===== config.mk =====
export PLATFORM = sky130hd
export DESIGN_NAME = mem_stage
export DESIGN_NICKNAME = d
export VERILOG_FILES = /design/src/rtl/mem_stage_pkg.sv /design/src/rtl/mem_stage_load_align.sv /design/src/rtl/mem_stage.sv
export SDC_FILE = /design/constraint.sdc
export NUM_CORES = 1
export LEC_CHECK = 0
export ABC_AREA = 1
export BUFFER_PORTS_ARGS = -buffer_cell sky130_fd_sc_hd__buf_2
export CORE_UTILIZATION = 50
export CTS_BUF_LIST = sky130_fd_sc_hd__clkbuf_8
export CTS_CLUSTER_SIZE = 10
export DETAILED_ROUTE_END_ITERATION = 10
export PLACE_DENSITY = 0.93
export SYNTH_ARGS = -nofsm -noshare
export SYNTH_HDL_FRONTEND = slang
export SYNTH_SLANG_ARGS = --single-unit

===== constraint.sdc =====
create_clock -name clock -period 2.9 [get_ports clock]
set_clock_uncertainty 0.15 [all_clocks]
set_input_delay 0.58 -clock clock [delete_from_list [all_inputs] [get_ports clock]]
set_output_delay 0.58 -clock clock [all_outputs]
set_load 0.02 [all_outputs]

===== src/rtl/mem_stage_pkg.sv =====
// Shared constants for the MEM pipeline stage: funct3 load/store codes,
// MEM FSM state encodings and the access-alignment helper.
package mem_stage_pkg;

    localparam logic [2:0] F3_LB  = 3'b000;
    localparam logic [2:0] F3_LH  = 3'b001;
    localparam logic [2:0] F3_LW  = 3'b010;
    localparam logic [2:0] F3_LBU = 3'b100;
    localparam logic [2:0] F3_LHU = 3'b101;
    localparam logic [2:0] F3_SB  = 3'b000;
    localparam logic [2:0] F3_SH  = 3'b001;
    localparam logic [2:0] F3_SW  = 3'b010;

    localparam logic [1:0] MEM_IDLE = 2'd0;
    localparam logic [1:0] MEM_REQ  = 2'd1;
    localparam logic [1:0] MEM_WAIT = 2'd2;

    // funct3[1:0] carries the access size for both loads and stores.
    function automatic logic isMisaligned(input logic [2:0] funct3, input logic [1:0] addr);
        logic result;
        case (funct3[1:0])
            2'b01:   result = addr[0];
            2'b10:   result = (addr != 2'b00);
            default: result = 1'b0;
        endcase
        return result;
    endfunction

endpackage


===== src/rtl/mem_stage_load_align.sv =====
// Formats an aligned 32-bit cache word into the load result selected by
// funct3 and the low address bits.
module load_align
    import mem_stage_pkg::*;
(
    input  logic [31:0] rdata_i,
    input  logic [1:0]  addr_i,
    input  logic [2:0]  funct3_i,
    output logic [31:0] data_o
);

    logic [7:0]  byteSel;
    logic [15:0] halfSel;

    always_comb begin
        byteSel = rdata_i[{addr_i, 3'b000} +: 8];
        halfSel = addr_i[1] ? rdata_i[31:16] : rdata_i[15:0];
        case (funct3_i)
            F3_LB:   data_o = {{24{byteSel[7]}}, byteSel};
            F3_LH:   data_o = {{16{halfSel[15]}}, halfSel};
            F3_LW:   data_o = rdata_i;
            F3_LBU:  data_o = {24'h000000, byteSel};
            F3_LHU:  data_o = {16'h0000, halfSel};
            default: data_o = rdata_i;
        endcase
    end

endmodule


===== src/rtl/mem_stage.sv =====
// MEM pipeline stage: EX/MEM and MEM/WB registers, D-cache request/response
// sequencing, load formatting and upstream stall generation.
module mem_stage
    import mem_stage_pkg::*;
#(
    parameter int N     = 32,
    parameter int REG_W = 5
) (
    input  logic             clock,
    input  logic             reset,
    input  logic             ex_valid,
    input  logic [N-1:0]     ex_alu_out,
    input  logic [N-1:0]     ex_store_data,
    input  logic [2:0]       ex_funct3,
    input  logic             ex_mem_read,
    input  logic             ex_mem_write,
    input  logic             ex_reg_write,
    input  logic [REG_W-1:0] ex_rd,
    input  logic             flush,
    output logic             stall_out,
    output logic             dc_req_valid,
    output logic             dc_req_we,
    output logic [N-1:0]     dc_req_addr,
    output logic [N-1:0]     dc_req_wdata,
    output logic [3:0]       dc_req_be,
    input  logic             dc_req_ready,
    input  logic             dc_resp_valid,
    input  logic [N-1:0]     dc_resp_rdata,
    output logic             wb_valid,
    output logic [N-1:0]     wb_result,
    output logic [REG_W-1:0] wb_rd,
    output logic             wb_reg_write,
    output logic             misalign_exc
);

    logic             exmValid_q;
    logic [N-1:0]     exmAlu_q;
    logic [N-1:0]     exmStoreData_q;
    logic [2:0]       exmFunct3_q;
    logic             exmMemRead_q;
    logic             exmMemWrite_q;
    logic             exmRegWrite_q;
    logic [REG_W-1:0] exmRd_q;

    logic [1:0]       state_q, state_d;
    logic             wbValid_q, wbValid_d;
    logic [N-1:0]     wbResult_q, wbResult_d;
    logic [REG_W-1:0] wbRd_q, wbRd_d;
    logic             wbRegWrite_q, wbRegWrite_d;
    logic             misalign_q;

    logic             isLoad, isStore, misalign, memOp;
    logic [N-1:0]     loadData;

    // Both read and write set is illegal and is handled as a load.
    assign isLoad   = exmMemRead_q;
    assign isStore  = exmMemWrite_q & ~exmMemRead_q;
    assign misalign = exmValid_q & (isLoad | isStore) & isMisaligned(exmFunct3_q, exmAlu_q[1:0]);
    assign memOp    = exmValid_q & (isLoad | isStore) & ~misalign;

    load_align u_load_align (
        .rdata_i  (dc_resp_rdata),
        .addr_i   (exmAlu_q[1:0]),
        .funct3_i (exmFunct3_q),
        .data_o   (loadData)
    );

    always_comb begin
        stall_out    = 1'b0;
        dc_req_valid = 1'b0;
        state_d      = state_q;
        case (state_q)
            MEM_IDLE, MEM_REQ: begin
                dc_req_valid = memOp;
                stall_out    = memOp & ~(dc_req_ready & isStore);
                if (memOp) begin
                    if (!dc_req_ready)  state_d = MEM_REQ;
                    else if (isLoad)    state_d = MEM_WAIT;
                    else                state_d = MEM_IDLE;
                end
            end
            MEM_WAIT: begin
                stall_out = memOp & ~dc_resp_valid;
                if (dc_resp_valid) state_d = MEM_IDLE;
            end
            default: state_d = MEM_IDLE;
        endcase
    end

    always_comb begin
        dc_req_we   = isStore;
        dc_req_addr = {exmAlu_q[N-1:2], 2'b00};
        case (exmFunct3_q[1:0])
            2'b00:   dc_req_wdata = {4{exmStoreData_q[7:0]}};
            2'b01:   dc_req_wdata = {2{exmStoreData_q[15:0]}};
            default: dc_req_wdata = exmStoreData_q;
        endcase
        dc_req_be = 4'b0000;
        if (isStore) begin
            case (exmFunct3_q[1:0])
                2'b00:   dc_req_be = 4'b0001 << exmAlu_q[1:0];
                2'b01:   dc_req_be = 4'b0011 << exmAlu_q[1:0];
                default: dc_req_be = 4'b1111;
            endcase
        end
    end

    // A non-stalled valid aligned entry retires this cycle; anything else is a bubble.
    always_comb begin
        wbValid_d    = 1'b0;
        wbRegWrite_d = 1'b0;
        wbResult_d   = wbResult_q;
        wbRd_d       = wbRd_q;
        if (!stall_out && exmValid_q && !misalign) begin
            wbValid_d = 1'b1;
            wbRd_d    = exmRd_q;
            if (isLoad) begin
                wbResult_d   = loadData;
                wbRegWrite_d = exmRegWrite_q;
            end else if (isStore) begin
                wbResult_d   = exmAlu_q;
            end else begin
                wbResult_d   = exmAlu_q;
                wbRegWrite_d = exmRegWrite_q;
            end
        end
    end

    always_ff @(posedge clock) begin
        if (reset) begin
            exmValid_q     <= 1'b0;
            exmAlu_q       <= '0;
            exmStoreData_q <= '0;
            exmFunct3_q    <= 3'b000;
            exmMemRead_q   <= 1'b0;
            exmMemWrite_q  <= 1'b0;
            exmRegWrite_q  <= 1'b0;
            exmRd_q        <= '0;
        end else if (!stall_out) begin
            exmValid_q     <= ex_valid & ~flush;
            exmAlu_q       <= ex_alu_out;
            exmStoreData_q <= ex_store_data;
            exmFunct3_q    <= ex_funct3;
            exmMemRead_q   <= ex_mem_read;
            exmMemWrite_q  <= ex_mem_write;
            exmRegWrite_q  <= ex_reg_write;
            exmRd_q        <= ex_rd;
        end
    end

    always_ff @(posedge clock) begin
        if (reset) begin
            state_q      <= MEM_IDLE;
            wbValid_q    <= 1'b0;
            wbResult_q   <= '0;
            wbRd_q       <= '0;
            wbRegWrite_q <= 1'b0;
            misalign_q   <= 1'b0;
        end else begin
            state_q      <= state_d;
            wbValid_q    <= wbValid_d;
            wbResult_q   <= wbResult_d;
            wbRd_q       <= wbRd_d;
            wbRegWrite_q <= wbRegWrite_d;
            misalign_q   <= misalign;
        end
    end

    assign wb_valid     = wbValid_q;
    assign wb_result    = wbResult_q;
    assign wb_rd        = wbRd_q;
    assign wb_reg_write = wbRegWrite_q;
    assign misalign_exc = misalign_q;

endmodule

After elaboration in Yosys (flattened, before gate mapping)
Cells that the tools add are included.
- ROM bits: 0
- output and inout bits: 111
- latch bits: 0
- memories kept: 0
- RAM bits: 0
- word-level logic and storage cells: 69
- input port bits: 113
- bits in registers: 118
- reductions and logical operators: 11
- eq/ne operators: 9
- $mul: 0
- divide/modulo/power cells: 0
- magnitude comparators: 0
- $add $sub $neg: 0
- mux-type cells: 17
- shift operators: 3
- bitwise logic cells: 15
- operators with widths (operator ; count):
    case mux 32 bit (4 select lines) ; 1
    case mux 32 bit (2 select lines) ; 1
    two-way mux 32 bit ; 1
    indexed part select 32 x 6 -> 8 bit ; 1
    two-way mux 16 bit ; 1
    AND 1 bit ; 8
    two-way mux 2 bit ; 4
    case mux 4 bit (2 select lines) ; 1
    == test 3 bit, second input constant ; 2
    NOT 1 bit ; 6
    == test 2 x 1 -> 1 bit, second input constant ; 2
    == test 2 bit, second input constant ; 2
    logical NOT 2 bit ; 2
    two-way mux 1 bit ; 4
    two-way mux 4 bit ; 1
    != test 2 bit, second input constant ; 2
    case mux 1 bit (2 select lines) ; 2
    case mux 2 bit (2 select lines) ; 1
    OR reduction 2 bit ; 2
    left shift 1 x 2 -> 4 bit, first input constant ; 1
    left shift 2 x 2 -> 4 bit, first input constant ; 1
    == test 3 x 1 -> 1 bit, second input constant ; 1
    logical NOT 3 bit ; 1
    logical AND 1 bit ; 2
    4 further kinds ; 5

Logic depth before layout (Yosys ltp)
Gate-level depths: netlist of run 1.
- depth after elaboration: 14
- depth in mapped cells: 13
- depth with buffers taken out: 11

By module
From an unflattened synthesis of run 1, not the netlist that was laid out.
- cells, all modules: 951
- area, all modules: 6596.3 um2
- by module, submodules not included (module ; times used ; area an instance (um2) ; sequential area each (um2) ; cells an instance):
    mem_stage ; 1 ; 5541.6 ; 2362.3 ; 757
    load_align ; 1 ; 1054.8 ; 0.0 ; 194

Worst setup path before layout of run 1
Ideal clock, no wire load.
- path kind: flip-flop to output port
- start: register exmFunct3_q[1]
- end: output dc_req_wdata[24]
- data required time: 2.170 ns
- arrival time: 1.890 ns
- path buffers: 3
- slack: 0.280 ns
- stages on the path, launching flop included: 9
- cells stage by stage: dfxtp_1 inv_1 ha_1 buf_2 nor2_2 inv_1 clkbuf_1 clkbuf_1 o21ai_0
- cells in the longest elaborated chain, start to end: 2
- elaborated cells between the ends (all ways): 3
- classes of those cells: 1 x eq/ne; 1 x mux; 1 x reduce/logical
- ends and longest elaborated chain (what ; line ; source):
    start: declaration ; mem_stage.sv:39 ; logic [2:0] exmFunct3_q;
    start signal: assignment ; mem_stage.sv:143 ; exmFunct3_q <= ex_funct3;
    == test 2 x 1 -> 1 bit / logical NOT 2 bit (equally long branches) ; mem_stage.sv:93 ; case (exmFunct3_q[1:0])
    case mux 32 bit (2 select lines) * ; mem_stage.sv:93 ;
    end: declaration ; mem_stage.sv:24 ; output logic [N-1:0] dc_req_wdata,
Mark *: on every way between the ends. The rest lies on a longest branch, timed or not.

Worst setup path in the final report of run 1
- start: register exmFunct3_q[1]
- end: output dc_req_wdata[12]
Same word-level chain as after synthesis.

==> results of run 1 <==
[cells by family (layout without fill, tap and decap cells)]
| kind of cell | Yosys count | in the layout | synth area share (%) |
|---|---|---|---|
| adder cells (fa/ha/maj) | 3 | 3 | 0.6158 |
| AO/OA/AOI/OAI | 264 | 264 | 22.37 |
| other | 1 | 3 | 0.06152 |
| buffers and inverters | 204 | 369 | 16.40 |
| flip-flops | 118 | 118 | 38.75 |
| AND/OR/NAND/NOR | 319 | 319 | 21.80 |
[power groups by stage]
stage	registers, µW	clock network, µW	logic (µW)
final	1790	1470	866
after global routing	1800	1560	952
after CTS	1790	1500	861
after detailed placement	1820	0	857
after global placement	1820	0	844
after floorplan	1840	0	587
[cells in the final DEF, fill, tap and decap left out]
| cell type | netlist | layout |
|---|---|---|
| sky130_fd_sc_hd__nand3_2 | 1 | 1 |
| sky130_fd_sc_hd__nor4_1 | 1 | 1 |
| sky130_fd_sc_hd__nor2_1 | 70 | 70 |
| sky130_fd_sc_hd__clkbuf_8 | 0 | 21 |
| sky130_fd_sc_hd__nand3_4 | 1 | 1 |
| sky130_fd_sc_hd__nor2_4 | 1 | 1 |
| sky130_fd_sc_hd__nand2_4 | 1 | 1 |
| sky130_fd_sc_hd__inv_2 | 4 | 5 |
| sky130_fd_sc_hd__bufinv_16 | 0 | 2 |
| sky130_fd_sc_hd__o22ai_1 | 8 | 8 |
| sky130_fd_sc_hd__buf_12 | 0 | 1 |
| sky130_fd_sc_hd__nor2_2 | 4 | 4 |
| sky130_fd_sc_hd__nor3_1 | 1 | 1 |
| sky130_fd_sc_hd__nand2_1 | 174 | 174 |
| sky130_fd_sc_hd__a21oi_1 | 130 | 130 |
| sky130_fd_sc_hd__inv_1 | 95 | 94 |
| sky130_fd_sc_hd__o21ai_0 | 97 | 97 |
| sky130_fd_sc_hd__o21ai_1 | 18 | 18 |
| sky130_fd_sc_hd__buf_2 | 22 | 220 |
| sky130_fd_sc_hd__nand2_2 | 1 | 1 |
| sky130_fd_sc_hd__dfxtp_1 | 118 | 118 |
| sky130_fd_sc_hd__diode_2 | 0 | 1 |
| sky130_fd_sc_hd__conb_1 | 1 | 2 |
| sky130_fd_sc_hd__nand3_1 | 64 | 64 |
| sky130_fd_sc_hd__clkinv_2 | 0 | 6 |
| sky130_fd_sc_hd__clkinvlp_4 | 0 | 3 |
| sky130_fd_sc_hd__clkbuf_4 | 0 | 1 |
| sky130_fd_sc_hd__buf_4 | 45 | 16 |
| sky130_fd_sc_hd__ha_1 | 3 | 3 |
| sky130_fd_sc_hd__o211ai_1 | 7 | 7 |
| sky130_fd_sc_hd__o21ai_2 | 4 | 4 |
[sequential cells by signal (all words and copies together) (netlist names)]
name            cells
wb_result          32
wb_reg_write        1
state_q             2
exmRd_q             5
wb_rd               5
exmMemWrite_q       1
exmAlu_q           32
exmValid_q          1
exmStoreData_q     32
misalign_exc        1
exmRegWrite_q       1
exmMemRead_q        1
wb_valid            1
exmFunct3_q         3
[per-layer routing]
| metal | GRT usage [%] | vias to the layer above | share of wire, % |
|---|---|---|---|
| met5 | 0 | - | 0 |
| met3 | 8.909 | 39 | 8.1 |
| met4 | 11.29 | 0 | 2.3 |
| met2 | 47.00 | 281 | 48 |
| met1 | 32.57 | 2845 | 41 |
| li1 | - | 3215 | - |
[worst min-delay path, stage by stage]
cell and delay, ns:
sky130_fd_sc_hd__buf_2 0.09, sky130_fd_sc_hd__nand2_1 0.05, sky130_fd_sc_hd__a21oi_1 0.05
[path summary, 6_finish.rpt]
check | startpoint | end | slack [ns] | cells past startpoint
setup / recovery | exmFunct3_q[1] | dc_req_wdata[12] | 0.15 | 8
hold / removal | ex_alu_out[3] | exmAlu_q[3] | 0.24 | 3
setup reg to reg | exmFunct3_q[1] | exmStoreData_q[9] | 0.49 | 11
hold reg to reg | exmStoreData_q[30] | exmStoreData_q[30] | 0.30 | 2
[cell usage after synthesis]
cell and instances:
sky130_fd_sc_hd__nand3_1 64, sky130_fd_sc_hd__buf_4 45, sky130_fd_sc_hd__o22ai_1 8, sky130_fd_sc_hd__buf_6 5
sky130_fd_sc_hd__nor4_1 1, sky130_fd_sc_hd__ha_1 3, sky130_fd_sc_hd__nor2_1 70, sky130_fd_sc_hd__inv_1 95
sky130_fd_sc_hd__conb_1 1, sky130_fd_sc_hd__nand3_4 1, sky130_fd_sc_hd__nand2_2 1, sky130_fd_sc_hd__nor2_2 4
sky130_fd_sc_hd__nor2_4 1, sky130_fd_sc_hd__nand3_2 1, sky130_fd_sc_hd__o211ai_1 7, sky130_fd_sc_hd__o21ai_1 18
sky130_fd_sc_hd__buf_2 22, sky130_fd_sc_hd__clkinv_1 1, sky130_fd_sc_hd__nand2_1 174, sky130_fd_sc_hd__a21oi_1 130
sky130_fd_sc_hd__inv_2 4, sky130_fd_sc_hd__o21ai_0 97, sky130_fd_sc_hd__clkbuf_1 29, sky130_fd_sc_hd__nor3_1 1
sky130_fd_sc_hd__nand2_4 1, sky130_fd_sc_hd__dfxtp_1 118, sky130_fd_sc_hd__o21ai_2 4, sky130_fd_sc_hd__buf_1 3
[layout make-up]
| cell class | instances | area (µm²) | share of cell area (%) |
|---|---|---|---|
| multi-input cells | 588 | 2738 | 37.49 |
| flip-flops and latches | 118 | 2362 | 32.35 |
| repair buffers | 238 | 1249 | 17.10 |
| inverters | 100 | 380.4 | 5.208 |
| clock buffers | 21 | 289.0 | 3.958 |
| well taps | 143 | 178.9 | 2.450 |
| clock inverters | 10 | 103.9 | 1.422 |
| diodes | 1 | 2.502 | 0.03426 |
[metrics by stage]
stage / area (µm²) / hold slack (ns) / power, µW / setup slack, ns
6_report: 7303 / 0.2367 / 4121 / 0.1524
5_1_grt: 7303 / 0.2158 / 4311 / 0.008332
4_1_cts: 7295 / 0.2088 / 4141 / 0.08554
3_5_place_dp: 6902 / 0.2870 / 2677 / 0.5272
3_3_place_gp: 6902 / 0.2820 / 2662 / 0.6317
2_1_floorplan: 6100 / 0.2718 / 2425 / 0.2803
==> impl_metrics.json, run 1 <==
{
  "layout-drive-gt1-share_pct": 26.79,
  "gate_family_responsible_for_the_most_delay_along_the_worst_path": "buffers and inverters",
  "drtAntennaViolNets": 0,
  "fillers": 1075,
  "total_standard_cell_area_after_synthesis_um2": 6096,
  "crit_path_end_kind": "output pin",
  "initial_core_utilization_pct": 52.27,
  "antenna_found_initial": 1,
  "cts_hold_buffers_added": 0,
  "p_leak_uw": 0.003657,
  "worstPathCellList": "inv_1 > ha_1 > buf_4 > inv_1 > o22ai_1 > inv_1 > o21ai_0 > buf_2",
  "first_iter_violations": 524,
  "setup_viol_count_final": 0,
  "detail_route.vias_per_cell": 5.234,
  "core_region_area_um2": 11660,
  "cts.repair.resized": 0,
  "ir_drop_mv": 0.4258,
  "ys_types": 28,
  "timing.setup.critical_path_class": "reg2out",
  "number_of_global_route_vias_before_repair": 5636,
  "track_usage_pct": 27.78,
  "buffer_type_at_the_clock_tree_root": "sky130_fd_sc_hd__clkbuf_8",
  "power.combinational.fraction_pct": 21.0,
  "final-max-slew-violation-count": 0,
  "postRouteWirelength_mm": 17.54,
  "yosys.area.top_type_share_pct": 38.75,
  "critPathMostFrequentCell": "sky130_fd_sc_hd__inv_1",
  "ios": 224,
  "layout.core_utilization_pct": 62.62,
  "internal_power_uw": 2858,
  "rsz0062_at_grt": "no",
  "fp.dieW_um": 112.4,
  "global_route_wire_length_before_repair_mm": 27.29,
  "clock_path_buffers": 2,
  "flops_latches_synth": 118,
  "finalHoldViolations": 0,
  "max-cap-violations": 0,
  "power_switching_uw": 1263,
  "cts_sinks": 118,
  "nets": 1179,
  "grt_max_degree": 82,
  "timing.critical_path.slowest_stage_cell": "sky130_fd_sc_hd__dfxtp_1",
  "synthesis.instances": 909,
  "setup_total_negative_slack_ns": 0,
  "synthToLayoutAreaGrowth_pct": 19.81,
  "timing.fmax_ghz": 0.3640,
  "portBuffers": 221,
  "post-synth-top-area-cell": "sky130_fd_sc_hd__dfxtp_1",
  "dpl.cell_count": 1187,
  "vias": 6380,
  "worstHoldPathType": "in2reg",
  "cp_bufs_invs": 5,
  "shortest_clock_period_the_worst_path_allows_after_layout_ns": 2.748,
  "grt-ovfl-total": 0,
  "fin_cells": 1219,
  "seq_area_frac_synth_pct": 38.75,
  "drc": 0,
  "gp_congestion": 0.9228,
  "worst_slew_margin_rel_pct": 52.20,
  "cts_setup_buffers": 0,
  "run_status": "complete, no violations",
  "drt-wirelength-per-cell_um": 14.39,
  "synthesis.area_per_instance_um2": 6.706,
  "yosys_warnings": 0,
  "path_clk_slew_ns": 0.07,
  "dieHeight_um": 112.4,
  "tritoncts": "yes",
  "worst_slew_pin_slew_ns": 0.7170,
  "critPathRequiredTime_ns": 2.17,
  "max_stage_delay_ns": 0.31,
  "final_min_period_over_clock_period_pct": 94.74,
  "power_density_nw_per_um2": 564.3,
  "post_synth_main_area_contributors": "sky130_fd_sc_hd__dfxtp_1 (39%), sky130_fd_sc_hd__nand2_1 (11%), sky130_fd_sc_hd__a21oi_1 (11%)",
  "dieArea_um2": 12640,
  "htree_levels": 4,
  "std_cell_rows": 39,
  "netSwitchingFraction_pct": 30.64,
  "cts_made_buffers": 17,
  "critical_path.max_fanout": 16,
  "clock_power_share_pct": 35.6,
  "share_seq_of_total_power_pct": 43.3,
  "detailedPlacementHpwl_mm": 12.91,
  "critical_path.startpoint_type": "flop",
  "count_of_tritonroute_iterations_in_the_first_routing_pass": 6,
  "clk_latency_ns": 0.43,
  "arrival_time_at_the_worst_endpoint_ns": 2.02
}
No activity file was read; power rests on OpenSTA's default activity.
==> run 2, diff against run 1 <==
ABC_AREA = default   (was 1)
PLACE_DENSITY = 0.94   (was 0.93)
==> run 2 against run 1 <==
- combinational power down 18%
- clock power about the same
- register-to-register slack worse by 0.18 ns
- die area down 5.3%
- sequential power about the same
- sequential cell count unchanged
- worst hold slack worse by 0.0098 ns
- routed wire length down 0.77%
- critical path type unchanged
- critical endpoint is now stall_out
- largest power group unchanged
==> impl_metrics.json, run 2 <==
{
  "run_status": "complete, no violations",
  "worstHoldPathType": "in2reg",
  "p_leak_uw": 0.003352,
  "fin_cells": 1052,
  "regToRegSetupSlack_ns": 0.31,
  "grt_max_degree": 77,
  "ir_drop_mv": 0.4989,
  "initial_core_utilization_pct": 52.30,
  "dieHeight_um": 109.4,
  "final.setup.worst_slack_ns": 0.06701,
  "drc": 0,
  "vias": 5908,
  "post-place-ws_ns": 0.3800,
  "core_region_area_um2": 11030,
  "critical_path.startpoint_type": "flop",
  "worstHoldEndpoint": "exmStoreData_q[12]",
  "worst_slew_margin_rel_pct": 21.11,
  "detail_route.vias_per_cell": 5.616,
  "capture_instance_of_the_worst_register_to_register_path": "wb_result[24]",
  "first_iter_violations": 675,
  "shortest_clock_period_the_worst_path_allows_after_layout_ns": 2.833,
  "drtAntennaViolNets": 0,
  "drt-wirelength-per-cell_um": 16.54,
  "cts_made_buffers": 17,
  "number_of_enable_type_register_cells_in_the_synthesized_netlist": 0,
  "yosys_warnings": 0,
  "synthMuxAreaShare_pct": 4.186,
  "portBuffers": 221,
  "path_clk_slew_ns": 0.07,
  "count_of_tritonroute_iterations_in_the_first_routing_pass": 5,
  "rr_worst_depth": 7,
  "yosys.area_share.adder_pct": 0.6506,
  "buffer_type_at_the_clock_tree_root": "sky130_fd_sc_hd__clkbuf_8",
  "clk_latency_ns": 0.44,
  "finalHoldViolations": 0,
  "final_min_period_over_clock_period_pct": 97.69,
  "critical_path.max_fanout": 5,
  "arrival_time_at_the_worst_endpoint_ns": 2.10,
  "seq_area_frac_synth_pct": 40.95,
  "source_of_the_critical_timing_path": "exmFunct3_q[0]",
  "worst_hold_startpoint": "ex_store_data[12]",
  "critPathRequiredTime_ns": 2.17,
  "synth_most_common_cell": "sky130_fd_sc_hd__nand2_1",
  "synthesis.area_per_instance_um2": 7.817,
  "postRouteWirelength_mm": 17.40,
  "cts_sinks": 118,
  "post-synth-top-area-cell": "sky130_fd_sc_hd__dfxtp_1",
  "fillers": 970,
  "area_occupied_by_registers_um2": 2364,
  "grt-ovfl-total": 0,
  "global_route_wire_length_before_repair_mm": 26.40,
  "dpl.cell_count": 1020,
  "critical_register_to_register_path_startpoint": "exmFunct3_q[0]",
  "power_density_nw_per_um2": 565.1,
  "timing.critical_path.slowest_stage_cell": "sky130_fd_sc_hd__dfxtp_1",
  "fp.dieW_um": 109.4,
  "htree_levels": 4,
  "ys_types": 45,
  "rsz0062_at_grt": "yes",
  "std_cell_rows": 38,
  "track_usage_pct": 28.83,
  "synth_compound_gate_area_share_pct": 22.97,
  "clock_path_buffers": 2,
  "antenna_found_initial": 1,
  "synth-simple-area-share_pct": 20.17,
  "ios": 224,
  "timing.setup.critical_path_class": "reg2out",
  "most-common-layout-cells": "sky130_fd_sc_hd__buf_2 (220), sky130_fd_sc_hd__nand2_1 (188), sky130_fd_sc_hd__dfxtp_1 (117), sky130_fd_sc_hd__a21oi_1 (109), sky130_fd_sc_hd__nor2_1 (46)",
  "hold-path-cell-count": 3,
  "async_flop_share_pct": 0,
  "crit_path_end_kind": "output pin",
  "synthToLayoutAreaGrowth_pct": 21.69,
  "placed_cell_area_um2": 6604,
  "worst_slew_pin_slew_ns": 1.175,
  "setup_total_negative_slack_ns": 0,
  "final-max-slew-violation-count": 0,
  "number_of_global_route_vias_before_repair": 5258,
  "combinational_family_with_the_most_area_after_synthesis": "compound AO/OA/AOI/OAI gates",
  "nets": 1015,
  "timing.fmax_ghz": 0.3530,
  "multi_input_area_um2": 2811,
  "setup_viol_count_final": 0,
  "layout_commonest_cell": "sky130_fd_sc_hd__buf_2",
  "layout-drive-gt1-share_pct": 32.46,
  "detailedPlacementHpwl_mm": 12.32,
  "max_stage_delay_ns": 0.36,
  "post_synth_main_area_contributors": "sky130_fd_sc_hd__dfxtp_1 (41%), sky130_fd_sc_hd__nand2_1 (12%), sky130_fd_sc_hd__a21oi_1 (9.5%)",
  "synth-xor-area-share_pct": 0,
  "max-cap-violations": 0,
  "fin_area_um2": 7020,
  "yosys.area.top_type_share_pct": 40.95,
  "synth_top_flop_cell": "sky130_fd_sc_hd__dfxtp_1",
  "flops_latches_synth": 118,
  "total_standard_cell_area_after_synthesis_um2": 5769,
  "worstPathCellList": "inv_1 > ha_1 > o211ai_4 > o2111ai_4 > or2_2 > clkinv_4 > buf_2",
  "tritoncts": "yes",
  "num_antenna_cells": 0,
  "post_synth_most_frequent_cells": "sky130_fd_sc_hd__nand2_1 (188), sky130_fd_sc_hd__dfxtp_1 (118), sky130_fd_sc_hd__a21oi_1 (110)",
  "dieArea_um2": 11970,
  "cts_setup_buffers": 0,
  "gp_congestion": 0.8542,
  "synthesis.instances": 738
}
## run 2: worst max path at each step
stage,endpoint,slack [ns],cells after the start
2_1_floorplan,dc_req_be[0],0.06,8
3_5_place_dp,wb_result[5],0.38,8
6_report,stall_out,0.07,7
4_1_cts,stall_out,0.02,7
3_3_place_gp,wb_result[5],0.48,8
5_1_grt,stall_out,-0.09,7
## run 2: logic make-up (layout without fill, tap and decap cells)
| logic type | Yosys count | after routing |
|---|---|---|
| mux | 22 | 22 |
| buf+inv | 105 | 278 |
| other cells | 1 | 2 |
| compound gates | 211 | 211 |
| simple gates | 278 | 278 |
| fa+ha+maj | 3 | 3 |
| flops | 118 | 118 |
## run 2: worst max-delay path, delay by kind of cell (launching register included)
family	cells	cell delay, ns
adders and majority gates	1	0.35
and+or+nand+nor	1	0.35
DFF	1	0.36
buffers and inverters	3	0.30
AOI/OAI and AO/OA	2	0.31
## run 2: where the power goes
group	switching, µW	leakage (µW)	internal, µW
clock network	656	0.000211	824
registers	71.1	0.000973	1710
logic	445	0.00217	265
## run 2: routing by layer
metal  wire [µm]  share of wire [%]  track usage, %  vias to the layer above
met5          13              0.075               0                        -
met4         597                3.4           15.52                        2
met3        1519                8.7           8.239                       54
met2        8003                 46           43.17                      302
met1        7266                 42           37.40                     2731
li1            -                  -               -                     2819
## run 2: cell type report
type                            instances  area share (%)
Multi-Input combinational cell        516           40.05
Sequential cell                       118           33.67
Timing Repair Buffer                  238           17.84
Clock buffer                           17           3.333
Tap cell                              140           2.495
Clock inverter                         15           2.121
Inverter                                8          0.4990
## run 2: through the flow
| stage | total power, µW | utilization (%) | hold WS, ns |
|---|---|---|---|
| 6_report | 3968 | 63.65 | 0.2269 |
| 5_1_grt | 4128 | 63.65 | 0.2087 |
| 4_1_cts | 3963 | 63.34 | 0.2175 |
| 3_5_place_dp | 2503 | 59.87 | 0.2683 |
| 3_3_place_gp | 2488 | 59.87 | 0.2658 |
| 2_1_floorplan | 2281 | - | 0.2599 |
## run 2: repair_timing
action | in CTS | in global routing
hold buffers | 0 | 0
endpoints found under the setup margin | 2 | 11
pin swaps | 0 | 0
resized for setup | 1 | 6
==> run 3, diff against run 2 <==
CORE_UTILIZATION = 55   (was 50)
PLACE_DENSITY = 0.95   (was 0.94)
SYNTH_HIERARCHICAL = 1   (was default)
clock period = 3.7 ns   (was 2.9 ns; I/O delays follow)
==> run 3 against run 2 <==
- synthesized cell count increased by 18%
- sequential cell count did not move
- synthesized area up 30%
- combinational power shrank 3.7%
- register-to-register slack improved by 0.63 ns
- first-iteration DRC count down 7.0%
- non-clock buffer count shrank 3
- routed wire length rose by 21%
- global-route usage increased by 0.88 points
- sequential power down 21%
- sequential share of layout area is 6.3 points lower
- setup slack better by 0.28 ns
==> impl_metrics.json, run 3 <==
{
  "run_status": "complete, no violations",
  "nets": 1125,
  "layout-drive-gt1-share_pct": 30.78,
  "post-place-ws_ns": 0.8267,
  "drt-wirelength-per-cell_um": 17.55,
  "gate_family_responsible_for_the_most_delay_along_the_worst_path": "simple AND/OR/NAND/NOR gates",
  "cp_bufs_invs": 2,
  "num_antenna_cells": 0,
  "cts_sinks": 118,
  "post_synth_main_area_contributors": "sky130_fd_sc_hd__dfxtp_1 (31%), sky130_fd_sc_hd__nand2b_1 (13%), sky130_fd_sc_hd__mux2i_1 (12%)",
  "yosys_warnings": 6,
  "fillers": 1088,
  "grt-ovfl-total": 0,
  "final.setup.worst_slack_ns": 0.3445,
  "fp.dieW_um": 118.8,
  "drc": 0,
  "multi_input_area_um2": 4441,
  "clk_latency_ns": 0.45,
  "arrival_time_at_the_worst_endpoint_ns": 2.47,
  "worst_slew_margin_rel_pct": 35.39,
  "ys_types": 47,
  "area_occupied_by_registers_um2": 2365,
  "synthesis.area_per_instance_um2": 8.592,
  "totalPowerFinal_uw": 3178,
  "cts.repair.resized": 0,
  "post-synth-top-area-cell": "sky130_fd_sc_hd__dfxtp_1",
  "cts_made_buffers": 17,
  "std_cell_rows": 42,
  "crit_path_end_kind": "output pin",
  "htree_levels": 4,
  "p_leak_uw": 0.003708,
  "critical_path.max_fanout": 41,
  "buffer_type_at_the_clock_tree_root": "sky130_fd_sc_hd__clkbuf_8",
  "vias": 7008,
  "synth_top_flop_cell": "sky130_fd_sc_hd__dfxtp_1",
  "detail_route.vias_per_cell": 5.860,
  "total_standard_cell_area_after_synthesis_um2": 7501,
  "clock_path_buffers": 2,
  "max-cap-violations": 0,
  "worstPathCellList": "buf_4 > ha_1 > o211a_1 > or4b_1 > nor2_1 > buf_2",
  "seq_area_frac_synth_pct": 31.49,
  "dieHeight_um": 118.8,
  "initial_core_utilization_pct": 56.42,
  "worst_slew_pin_slew_ns": 0.9669,
  "path_clk_slew_ns": 0.07,
  "final_min_period_over_clock_period_pct": 90.69,
  "number_of_enable_type_register_cells_in_the_synthesized_netlist": 0,
  "async_flop_share_pct": 0,
  "setup_total_negative_slack_ns": 0,
  "synth_most_common_cell": "sky130_fd_sc_hd__nand2b_1",
  "track_usage_pct": 29.71,
  "core_region_area_um2": 13300,
  "portBuffers": 221,
  "timing.setup.critical_path_class": "reg2out",
  "setup_viol_count_final": 0,
  "critPathRequiredTime_ns": 2.81,
  "shortest_clock_period_the_worst_path_allows_after_layout_ns": 3.356,
  "gp_congestion": 0.9019,
  "number_of_global_route_vias_before_repair": 6617,
  "cts_setup_buffers": 0,
  "timing.fmax_ghz": 0.2980,
  "power_density_nw_per_um2": 367.4,
  "count_of_tritonroute_iterations_in_the_first_routing_pass": 6,
  "ios": 224,
  "first_iter_violations": 628,
  "yosys.area.top_type_share_pct": 31.49,
  "max_stage_delay_ns": 0.60,
  "worstHoldPathType": "reg2reg",
  "global_route_wire_length_before_repair_mm": 33.02,
  "synthesis.instances": 873,
  "tritoncts": "yes",
  "critical_path.startpoint_type": "flop",
  "detailedPlacementHpwl_mm": 14.41,
  "drtAntennaViolNets": 0,
  "finalHoldWorstSlack_ns": 0.3331,
  "most-common-layout-cells": "sky130_fd_sc_hd__buf_2 (220), sky130_fd_sc_hd__nand2b_1 (156), sky130_fd_sc_hd__dfxtp_1 (116), sky130_fd_sc_hd__mux2i_1 (88), sky130_fd_sc_hd__nand2_1 (78)",
  "synthToLayoutAreaGrowth_pct": 15.31,
  "postRouteWirelength_mm": 20.98,
  "post_synth_most_frequent_cells": "sky130_fd_sc_hd__nand2b_1 (156), sky130_fd_sc_hd__dfxtp_1 (118), sky130_fd_sc_hd__mux2i_1 (88)",
  "dieArea_um2": 14110,
  "rsz0062_at_grt": "no",
  "layout_commonest_cell": "sky130_fd_sc_hd__buf_2",
  "flops_latches_synth": 118,
  "cts_hold_buffers_added": 0,
  "antenna_found_initial": 0,
  "finalHoldViolations": 0,
  "grt_max_degree": 88,
  "dpl.cell_count": 1166,
  "fin_cells": 1196,
  "timing.critical_path.slowest_stage_cell": "sky130_fd_sc_hd__or4b_1",
  "ir_drop_mv": 0.2524,
  "final-max-slew-violation-count": 0
}
-- run 3: changes by cell type in the layout (fill, tap and decap cells not counted), moves of 11 or more --
cell / before / now
sky130_fd_sc_hd__nand3_1: 2 / 54
sky130_fd_sc_hd__a31oi_1: 0 / 38
sky130_fd_sc_hd__nand2_1: 188 / 78
sky130_fd_sc_hd__nor2_1: 46 / 9
sky130_fd_sc_hd__o31ai_1: 21 / 0
sky130_fd_sc_hd__a21oi_1: 109 / 11
sky130_fd_sc_hd__o221ai_1: 0 / 37
sky130_fd_sc_hd__mux2i_1: 5 / 88
sky130_fd_sc_hd__mux2_2: 17 / 42
sky130_fd_sc_hd__a211oi_1: 11 / 0
sky130_fd_sc_hd__nor2b_1: 2 / 44
sky130_fd_sc_hd__nand2b_1: 4 / 156
-- run 3: final cells by class --
class                           instances  share of cell area (%)
Inverter                                8                  0.3761
Clock inverter                          9                  0.7377
Multi-Input combinational cell        629                   51.34
Timing Repair Buffer                  235                   14.32
Sequential cell                       118                   27.34
Clock buffer                           21                   3.342
Tap cell                              176                   2.546
-- run 3: final timing paths --
kind	endpoint	cells past startpoint	from	slack, ns
max	dc_req_valid	6	exmFunct3_q[1]	0.34
min	exmStoreData_q[27]	2	exmStoreData_q[27]	0.33
max reg2reg	exmAlu_q[26]	8	exmFunct3_q[1]	0.94
min reg2reg	exmStoreData_q[27]	2	exmStoreData_q[27]	0.33
-- run 3: cells by family (layout without fill, tap and decap cells) --
| family | after synthesis | count (layout) | share of synthesized area [%] |
|---|---|---|---|
| compound gates | 130 | 130 | 12.84 |
| other cells | 1 | 2 | 0.04999 |
| flops | 118 | 118 | 31.49 |
| mux | 131 | 131 | 18.35 |
| buf+inv | 127 | 273 | 9.758 |
| fa+ha+maj | 3 | 3 | 0.5005 |
| simple gates | 363 | 363 | 27.01 |
-- run 3: power by group --
| group | total [µW] | switching, µW | internal (µW) | leakage, µW |
|---|---|---|---|---|
| combinational | 684 | 391 | 293 | 0.00253 |
| sequential | 1410 | 73.8 | 1340 | 0.000973 |
| clock | 1080 | 506 | 578 | 0.000203 |
| total | 3180 | 971 | 2210 | 0.00371 |
-- run 3: per-layer routing --
layer,up-vias,track usage (%),share of wire (%)
li1,3286,-,-
met1,3289,32.76,39
met2,369,51.28,49
met3,64,8.591,8.2
met4,0,15.98,4.1
met5,-,0,0
-- run 3: through the flow --
step,utilization [%],area (µm²)
floorplan,-,7505
global placement,62.40,8297
detailed placement,62.40,8297
CTS,65.06,8650
global route,65.06,8650
finish,65.06,8650
-- run 3: tightest hold or removal path, cell delays in order, from the launching register on --
cell and delay (ns):
sky130_fd_sc_hd__dfxtp_1 0.32, sky130_fd_sc_hd__nand2b_1 0.06, sky130_fd_sc_hd__mux2i_1 0.06
